[src/rtl/alu_pkg.sv]
// Shared ALU definitions: nibble width, controller state encoding and saturation bounds.
package alu_pkg;

  localparam int unsigned NIBBLE_W = 4;

  localparam logic [1:0] ST_IDLE = 2'b00;
  localparam logic [1:0] ST_CALC = 2'b01;
  localparam logic [1:0] ST_DONE = 2'b10;

  // Returned 64 bits wide; callers keep the low w bits.
  function automatic logic [63:0] sat_pos(input int unsigned w);
    return (64'd1 << (w - 1)) - 64'd1;
  endfunction

  function automatic logic [63:0] sat_neg(input int unsigned w);
    return 64'd1 << (w - 1);
  endfunction

endpackage

[src/rtl/nibble_serial_addsub_ctrl_cla4.sv]
// 4-bit carry-lookahead adder slice (purely combinational), with group G/P and signed overflow.
module nibble_serial_addsub_ctrl_cla4
  import alu_pkg::*;
(
  input  logic [NIBBLE_W-1:0] a,
  input  logic [NIBBLE_W-1:0] b,
  input  logic                cin,
  input  logic                sub,
  output logic [NIBBLE_W-1:0] sum,
  output logic                g_grp,
  output logic                p_grp,
  output logic                ovfl
);

  logic [NIBBLE_W-1:0] bx;
  logic [NIBBLE_W-1:0] g;
  logic [NIBBLE_W-1:0] p;
  logic [NIBBLE_W:0]   c;

  always_comb begin
    bx   = sub ? ~b : b;
    g    = a & bx;
    p    = a ^ bx;
    c[0] = sub | cin;
    c[1] = g[0] | (p[0] & c[0]);
    c[2] = g[1] | (p[1] & g[0]) | (p[1] & p[0] & c[0]);
    c[3] = g[2] | (p[2] & g[1]) | (p[2] & p[1] & g[0]) | (p[2] & p[1] & p[0] & c[0]);
    c[4] = g[3] | (p[3] & g[2]) | (p[3] & p[2] & g[1]) | (p[3] & p[2] & p[1] & g[0])
         | (p[3] & p[2] & p[1] & p[0] & c[0]);
    sum   = p ^ c[NIBBLE_W-1:0];
    g_grp = g[3] | (p[3] & g[2]) | (p[3] & p[2] & g[1]) | (p[3] & p[2] & p[1] & g[0]);
    p_grp = &p;
    ovfl  = c[4] ^ c[3];
  end

endmodule

[src/rtl/nibble_serial_addsub_ctrl.sv]
// Nibble-serial signed add/subtract controller around one 4-bit CLA slice.
// Optional saturation on signed overflow: define ADDSUB_SAT_EN.
module nibble_serial_addsub_ctrl
  import alu_pkg::*;
#(
  parameter int unsigned WIDTH = 16
)
(
  input  logic             clk,
  input  logic             rst_n,
  input  logic             start,
  input  logic [WIDTH-1:0] a,
  input  logic [WIDTH-1:0] b,
  input  logic             sub,
  output logic             busy,
  output logic             done,
  output logic [WIDTH-1:0] result,
  output logic             ovfl,
  output logic             zero
);

  localparam int unsigned NIBBLES = WIDTH / NIBBLE_W;
  localparam int unsigned IDX_W   = (NIBBLES > 1) ? $clog2(NIBBLES) : 1;
  localparam logic [IDX_W-1:0] IDX_LAST = IDX_W'(NIBBLES - 1);

`ifdef ADDSUB_SAT_EN
  localparam logic [63:0]      SAT_POS_W = sat_pos(WIDTH);
  localparam logic [63:0]      SAT_NEG_W = sat_neg(WIDTH);
  localparam logic [WIDTH-1:0] SAT_POS_V = SAT_POS_W[WIDTH-1:0];
  localparam logic [WIDTH-1:0] SAT_NEG_V = SAT_NEG_W[WIDTH-1:0];
`endif

  logic [1:0]       state_q, state_d;
  logic [IDX_W-1:0] idx_q, idx_d;
  logic [WIDTH-1:0] op_a_q, op_a_d;
  logic [WIDTH-1:0] op_b_q, op_b_d;
  logic             carry_q, carry_d;
  logic [WIDTH-1:0] acc_q, acc_d;
  logic [WIDTH-1:0] result_q, result_d;
  logic             ovfl_q, ovfl_d;
  logic             zero_q, zero_d;

  logic [NIBBLE_W-1:0] sl_a, sl_b, sl_sum;
  logic                sl_g, sl_p, sl_ovfl;
  logic [WIDTH-1:0]    acc_merged;
  logic [WIDTH-1:0]    final_res;

  // B is already inverted for subtraction, so the slice's own subtract path stays off.
  nibble_serial_addsub_ctrl_cla4 u_cla4 (
    .a     (sl_a),
    .b     (sl_b),
    .cin   (carry_q),
    .sub   (1'b0),
    .sum   (sl_sum),
    .g_grp (sl_g),
    .p_grp (sl_p),
    .ovfl  (sl_ovfl)
  );

  always_comb begin
    sl_a       = '0;
    sl_b       = '0;
    acc_merged = acc_q;
    for (int unsigned i = 0; i < NIBBLES; i++) begin
      if (idx_q == IDX_W'(i)) begin
        sl_a = op_a_q[i*NIBBLE_W +: NIBBLE_W];
        sl_b = op_b_q[i*NIBBLE_W +: NIBBLE_W];
        acc_merged[i*NIBBLE_W +: NIBBLE_W] = sl_sum;
      end
    end
  end

  always_comb begin
`ifdef ADDSUB_SAT_EN
    // Overflow always flips the sign away from A, so A's MSB picks the saturation bound.
    final_res = acc_merged;
    if (sl_ovfl) final_res = op_a_q[WIDTH-1] ? SAT_NEG_V : SAT_POS_V;
`else
    final_res = acc_merged;
`endif
  end

  always_comb begin
    state_d  = state_q;
    idx_d    = idx_q;
    op_a_d   = op_a_q;
    op_b_d   = op_b_q;
    carry_d  = carry_q;
    acc_d    = acc_q;
    result_d = result_q;
    ovfl_d   = ovfl_q;
    zero_d   = zero_q;
    case (state_q)
      ST_IDLE: begin
        if (start) begin
          state_d = ST_CALC;
          op_a_d  = a;
          op_b_d  = sub ? ~b : b;
          carry_d = sub;
          idx_d   = '0;
        end
      end
      ST_CALC: begin
        acc_d   = acc_merged;
        carry_d = sl_g | (sl_p & carry_q);
        idx_d   = idx_q + 1'b1;
        if (idx_q == IDX_LAST) begin
          state_d  = ST_DONE;
          result_d = final_res;
          ovfl_d   = sl_ovfl;
          zero_d   = (final_res == '0);
        end
      end
      ST_DONE: state_d = ST_IDLE;
      default: state_d = ST_IDLE;
    endcase
  end

  always_ff @(posedge clk or negedge rst_n) begin
    if (!rst_n) begin
      state_q  <= ST_IDLE;
      idx_q    <= '0;
      op_a_q   <= '0;
      op_b_q   <= '0;
      carry_q  <= 1'b0;
      acc_q    <= '0;
      result_q <= '0;
      ovfl_q   <= 1'b0;
      zero_q   <= 1'b0;
    end else begin
      state_q  <= state_d;
      idx_q    <= idx_d;
      op_a_q   <= op_a_d;
      op_b_q   <= op_b_d;
      carry_q  <= carry_d;
      acc_q    <= acc_d;
      result_q <= result_d;
      ovfl_q   <= ovfl_d;
      zero_q   <= zero_d;
    end
  end

  assign busy   = (state_q == ST_CALC);
  assign done   = (state_q == ST_DONE);
  assign result = result_q;
  assign ovfl   = ovfl_q;
  assign zero   = zero_q;

endmodule

[config.mk]
export PLATFORM = sky130hd
export DESIGN_NAME = nibble_serial_addsub_ctrl
export DESIGN_NICKNAME = d
export VERILOG_FILES = /design/src/rtl/alu_pkg.sv /design/src/rtl/nibble_serial_addsub_ctrl_cla4.sv /design/src/rtl/nibble_serial_addsub_ctrl.sv
export SDC_FILE = /design/constraint.sdc
export NUM_CORES = 1
export LEC_CHECK = 0
export CORE_MARGIN = 2
export CORE_UTILIZATION = 37
export DETAILED_ROUTE_END_ITERATION = 12
export GPL_TIMING_DRIVEN = 1
export PLACE_DENSITY_LB_ADDON = 0.05
export SYNTH_ARGS = -nofsm -noshare
export SYNTH_HDL_FRONTEND = slang
export SYNTH_SLANG_ARGS = --single-unit
[constraint.sdc]
create_clock -name clk -period 4.26 [get_ports clk]
set_input_delay 0.639 -clock clk [delete_from_list [all_inputs] [get_ports clk]]
set_output_delay 0.639 -clock clk [all_outputs]
set_load 0.01 [all_outputs]
# [Yosys cells after proc, flatten, opt, wreduce, memory -nomap -nowiden]
# Cells that the tools add are included.
[totals] romBits=0 mem_count=0 latch_bits=0 mem_bits_rw=0 ff_bits=71
[classes] n_mul=0 muxes=20 n_shift=0 add_sub_neg=1 bitwise_logic=33 n_div=0 n_reduce_logical=9 n_eq_ne=7 magnitude_cmp=0
[op_table] operator="two-way mux 4 bit" n=12
[op_table] operator="bitwise AND 1 bit" n=17
[op_table] operator="zero test 16 bit" n=1
[op_table] operator="two-way mux 16 bit" n=1
[op_table] operator="inverter 16 bit" n=1
[op_table] operator="OR 1 bit" n=11
[op_table] operator="case mux 2 bit (2 select lines)" n=2
[op_table] operator="AND reduction 2 bit" n=4
[op_table] operator="bitwise XOR 4 bit" n=2
[op_table] operator="equality test 2 bit, second input constant" n=3
[op_table] operator="two-way mux 2 bit" n=3
[op_table] operator="bitwise AND 4 bit" n=1
[op_table] operator="equality test 2 x 1 -> 1 bit, second input constant" n=2
[op_table] operator="zero test 2 bit" n=2
[op_table] operator="AND reduction 4 bit" n=1
[op_table] operator="adder 2 x 1 -> 2 bit, second input constant" n=1
[op_table] operator="!= test 2 x 1 -> 1 bit, second input constant" n=1
[op_table] operator="!= test 2 bit, second input constant" n=1
[op_table] operator="case mux 1 bit (2 select lines)" n=1
[op_table] operator="nonzero test 2 bit" n=1
[op_table] operator="two-way mux 1 bit" n=1
[op_table] operator="bitwise XOR 1 bit" n=1

# [Longest topological paths before layout]
[logic_depth] ltp_word=13 depth_mapped=13 depth_no_buf=11

# [Cells and area by module]
# From an unflattened synthesis, not the netlist that was laid out.
[unflattened] cells_unflattened=314 hier_area_um2=3430.8
[modules_own_cells] module="nibble_serial_addsub_ctrl" cells_each=284 area_each_um2=3195.6 n_inst=1
[modules_own_cells] module="nibble_serial_addsub_ctrl_cla4" cells_each=30 area_each_um2=235.2 n_inst=1

# [Worst setup path before layout]
# OpenSTA, ideal clock, no wires.
[synth_timing] path_kind="register -> register" start="register idx_q[0]" end="register zero_q (netlist: zero)" path_stages_with_launch=14 synth_period_minus_slack_ns=3.044 arrival_ns=2.979 slack_ns=1.216 cell_sequence="dfrtp_1 -> inv_1 -> ha_1 -> buf_2 -> clkbuf_1 -> nand3b_1 -> a21oi_1 -> a21oi_1 -> o21ai_0 -> ha_1 -> and3_4 -> or4_4 -> a2111oi_2 -> a21o_1"
[synth_via] elab_chain_len=13 word_cells_on_any_way=36 cone_classes="eq/ne: 3; mux: 12; bitwise: 18; reduce/logical: 3"
[synth_rtl] item="start: declaration" line_no="nibble_serial_addsub_ctrl.sv:34" text="logic [IDX_W-1:0] idx_q, idx_d;"
[synth_rtl] item="start signal: assignment" line_no="nibble_serial_addsub_ctrl.sv:132" text="idx_q <= idx_d;"
[synth_rtl] item="zero test 2 bit" line_no="nibble_serial_addsub_ctrl.sv:65" text="if (idx_q == IDX_W'(i)) begin"
[synth_rtl] item="two-way mux 4 bit (4 in series)" line_no="nibble_serial_addsub_ctrl.sv:65"
[synth_rtl] item="bitwise XOR 4 bit or bitwise AND 4 bit (tied branches)" line_no="nibble_serial_addsub_ctrl_cla4.sv:23, nibble_serial_addsub_ctrl_cla4.sv:22"
[synth_rtl] item="bitwise AND 1 bit" line_no="nibble_serial_addsub_ctrl_cla4.sv:27" text="c[3] = g[2] | (p[2] & g[1]) | (p[2] & p[1] & g[0]) | (p[2] & p[1] & p[0] & c[0]);"
[synth_rtl] item="OR 1 bit or bitwise AND 1 bit (tied branches) (2 in series)" line_no="nibble_serial_addsub_ctrl_cla4.sv:27"
[synth_rtl] item="OR 1 bit" line_no="nibble_serial_addsub_ctrl_cla4.sv:27"
[synth_rtl] item="bitwise XOR 4 bit" line_no="nibble_serial_addsub_ctrl_cla4.sv:30" text="sum = p ^ c[NIBBLE_W-1:0];"
[synth_rtl] item="two-way mux 4 bit" line_no="nibble_serial_addsub_ctrl.sv:65"
[synth_rtl] item="zero test 16 bit" line_no="nibble_serial_addsub_ctrl.sv:111" text="zero_d = (final_res == '0);"
[synth_rtl] item="end signal: assignment" line_no="nibble_serial_addsub_ctrl.sv:139" text="zero_q <= zero_d;"
[synth_rtl] item="end: declaration" line_no="nibble_serial_addsub_ctrl.sv:41" text="logic zero_q, zero_d;"
# Several ways; a longest one is shown, not always the timed one.
# A chain may end at the register's enable or synchronous reset.

# [Worst setup path after layout]
[layout_timing] start="register idx_q[1]" end="register acc_q[2]"
[layout_via] elab_chain_len=11 word_cells_on_any_way=21 cone_classes="eq/ne: 3; mux: 9; bitwise: 8; reduce/logical: 1"
[layout_rtl] item="zero test 2 bit" line_no="nibble_serial_addsub_ctrl.sv:65"
[layout_rtl] item="two-way mux 4 bit (4 in series)" line_no="nibble_serial_addsub_ctrl.sv:65"
[layout_rtl] item="bitwise XOR 4 bit or bitwise AND 4 bit (tied branches)" line_no="nibble_serial_addsub_ctrl_cla4.sv:23, nibble_serial_addsub_ctrl_cla4.sv:22"
[layout_rtl] item="bitwise AND 1 bit" line_no="nibble_serial_addsub_ctrl_cla4.sv:26" text="c[2] = g[1] | (p[1] & g[0]) | (p[1] & p[0] & c[0]);"
[layout_rtl] item="OR 1 bit or bitwise AND 1 bit (tied branches)" line_no="nibble_serial_addsub_ctrl_cla4.sv:26"
[layout_rtl] item="OR 1 bit" line_no="nibble_serial_addsub_ctrl_cla4.sv:26"
[layout_rtl] item="bitwise XOR 4 bit" line_no="nibble_serial_addsub_ctrl_cla4.sv:30"
[layout_rtl] item="two-way mux 4 bit (*)" line_no="nibble_serial_addsub_ctrl.sv:65"
[layout_rtl] item="end signal: assignment" line_no="nibble_serial_addsub_ctrl.sv:126" text="acc_q <= '0;"
[layout_rtl] item="end signal: assignment" line_no="nibble_serial_addsub_ctrl.sv:136" text="acc_q <= acc_d;"
[layout_rtl] item="end: declaration" line_no="nibble_serial_addsub_ctrl.sv:38" text="logic [WIDTH-1:0] acc_q, acc_d;"
# Every way passes the cells marked *; elsewhere a longest branch is shown, timed or not.

==> out/metrics.cfg <==
[clock_network]
insertion_delay_ns = 0.34
ctsHoldBuffers = 0
clkTransAtPathRegs_ns = 0.07
clockRootBuffer = clkbuf_8
clock_path_buffers = 2
clock_sinks = 67
cts_tree = yes
cts_resized = 0
cts_buffers = 9
cts-htree-levels = 3
cts_setup_buffers = 0

[yosys]
ys_seq_area_frac = 0.515
synth_cells = 333
netlist_area_um2 = 3260
synth_fp_nets = 378
synth_ff_type = dfrtp_1
synth_edf_count = 0
yosysWarnings = 0
ys_ff_latch = 67
ys_async_sr_fraction = 1.00
postSynthAreaPerCell_um2 = 9.78
synth_cell_types = 33

[power_and_ir_drop]
p_int_w = 0.00204
power_w = 0.00360
power.density_nw_per_um2 = 889
power.leakage_nw = 1.68
p_sw_w = 0.00156
ir_drop_mv = 0.300
combPwrFrac = 0.555
p_sw_frac = 0.434
p_seq_frac = 0.318
clkPwrFrac = 0.127

[global_route]
grt-ovfl-total = 0
grt_pass1_vias = 2443
grt_max_degree = 51
antenna_found_initial = 0
grt_pass1_wl_mm = 12.2
grt_usage = 0.159

[timing]
holdWs_ns = 0.340
rsz0062_at_grt = no
final.setup.tns_ns = 0
hold_viol = 0
skew_ns = 0.00663
max_clock_freq_ghz = 0.286
relSlewSlack = 0.359
fin_crit_sh = 0.820
setup_violations = 0
tightest_slew_ns = 0.959
finalCriticalPeriod_ns = 3.49
drv_slew = 0

[drt]
wl_per_cell_um = 14.4
ant_nets = 0
drc_errors = 0
num_vias = 2462
vias_per_cell = 4.97
dr.first_iter.drc_count = 92
routed_wl_mm = 7.12
drtPass1Iterations = 4

[critical_path]
cp_slowest_cell = ha_1
cpMostUsedCell = o21ai_0
endpoint_kind = flip-flop
worst-path-buf-inv = 1
path_delay_family = compound AO/OA/AOI/OAI gates
cp_slowest_stage_delay_ns = 0.70
crit_chain = inv_1 -> ha_1 -> nand2_1 -> a21oi_1 -> a21oi_1 -> o21ai_0 -> ha_1 -> and3_4 -> o21ai_0 -> nand2_1 -> o21ai_0
start_kind = flip-flop
cp.required_ns = 4.52
critPathMaxFanout = 25
timing.setup.critical_path_class = flip-flop to flip-flop
cp_data_arrival_time_ns = 3.75

[layout]
regArea_um2 = 1680
drive_gt1_frac = 0.103
syn2layout_area_growth_pct = 24.3
nets = 428
multi_input_area_um2 = 1480
num_antenna_cells = 0
fillerInstances = 868

[floorplan]
ios = 56
fp.dieW_um = 97.8
coreArea_um2 = 8640
initial_core_util = 0.377
row_count = 34
dieArea_um2 = 9570
chipHeight_um = 97.8

[run_status]
status = finished clean

[flow_run]
cap_violations = 0

[placement]
numPortBuffers = 55
hpwl_mm = 5.06
gp_congestion = 0.769

[worst_hold_path]
hold_path.class = primary input to asynchronous set/reset pin

==> power groups by stage <==
| stage | logic (W) | registers, W | clock network (W) |
|---|---|---|---|
| 2_1_floorplan | 0.00131 | 0.00114 | 0 |
| 3_5_place_dp | 0.00202 | 0.00117 | 0 |
| 4_1_cts | 0.00204 | 0.00116 | 0.000474 |
| 5_1_grt | 0.00227 | 0.00119 | 0.000496 |
| 3_3_place_gp | 0.00198 | 0.00117 | 0 |
| 6_report | 0.00200 | 0.00115 | 0.000457 |
==> state kept, by name (all words and copies together), names as in the netlist <==
signal / count
result: 16
idx_q: 2
state_q: 2
carry_q: 1
ovfl: 1
acc_q: 12
zero: 1
op_a_q: 16
op_b_q: 16
==> per-layer routing <==
layer / track usage / share of wire / routed length, µm / vias to the layer above
met5: 0 / 0 / 0 / -
met2: 0.254 / 0.48 / 3390 / 50
met4: 0.0545 / 0.014 / 101 / 0
li1: - / - / - / 1241
met3: 0.0387 / 0.038 / 270 / 9
met1: 0.212 / 0.47 / 3360 / 1162
==> path summary, 6_finish.rpt <==
check | start | to | slack [ns] | cells past startpoint
max reg2reg | idx_q[1]$_DFFE_PN0P_ | acc_q[2]$_DFFE_PN0P_ | 0.77 | 11
max in group asynchronous | rst_n | op_a_q[6]$_DFFE_PN0P_ | 2.98 | 2
max | idx_q[1]$_DFFE_PN0P_ | acc_q[2]$_DFFE_PN0P_ | 0.77 | 11
min reg2reg | result[12]$_DFFE_PN0P_ | result[12]$_DFFE_PN0P_ | 0.48 | 2
min in group clk | result[12]$_DFFE_PN0P_ | result[12]$_DFFE_PN0P_ | 0.48 | 2
min | rst_n | result[13]$_DFFE_PN0P_ | 0.34 | 1
==> Yosys cell counts, types with 7 or more instances <==
library cell | number | area [µm²]
dfrtp_1 | 67 | 1680
nand2_1 | 54 | 203
o21ai_0 | 41 | 205
a21oi_1 | 36 | 180
nor2_1 | 20 | 75.1
xnor2_1 | 17 | 149
mux2_2 | 16 | 180
clkbuf_1 | 13 | 48.8
nand3b_1 | 9 | 67.6
ha_1 | 8 | 100
buf_2 | 7 | 35.0
inv_1 | 7 | 26.3
==> cell families (layout without fill, tap and decap cells) <==
group | count (synthesis) | after routing | synth area share
fa+ha+maj | 9 | 9 | 0.0369
flops | 67 | 67 | 0.515
mux | 19 | 19 | 0.0645
simple gates | 100 | 100 | 0.145
compound gates | 93 | 93 | 0.157
buf+inv | 27 | 81 | 0.0338
xor+xnor | 18 | 18 | 0.0484
==> layout by cell type, fill, tap and decap left out, types with 2 or more instances in the layout <==
cell type        instances
dfrtp_1                 67
nand2_1                 54
clkdlybuf4s50_1         54
o21ai_0                 41
a21oi_1                 36
nor2_1                  20
xnor2_1                 17
mux2_2                  16
clkbuf_8                10
nand3b_1                 9
ha_1                     8
inv_1                    7
nor2b_1                  4
a31oi_1                  4
buf_4                    4
o211ai_1                 3
nor4_1                   3
nor3b_1                  3
mux2i_1                  3
clkbuf_1                 3
o21bai_1                 2
a21o_1                   2
==> per-stage QoR <==
step	std cells	utilization	setup slack (ns)	area, µm²
after floorplan	333	-	1.22	3260
after global placement	480	0.450	0.935	3890
after detailed placement	480	0.450	0.770	3890
after CTS	495	0.469	0.766	4050
after global routing	495	0.469	0.342	4050
final	495	0.469	0.768	4050
==> worst register-to-register path, delay by kind of cell (launching register included) <==
kind	cells	cell delay, ns
AO/OA/AOI/OAI	5	1.34
flip-flops	1	0.41
AND/OR/NAND/NOR	3	0.55
adder cells (fa/ha/maj)	2	1.02
buffers and inverters	1	0.09
==> area by class of cell <==
type,instances,area share
inverter,7,0.00649
multi-input combinational,239,0.364
clock buffer,13,0.0368
tap,108,0.0334
sequential,67,0.414
clock inverter,2,0.00309
timing repair buffer,59,0.142
(Power assumes the default switching activity.)
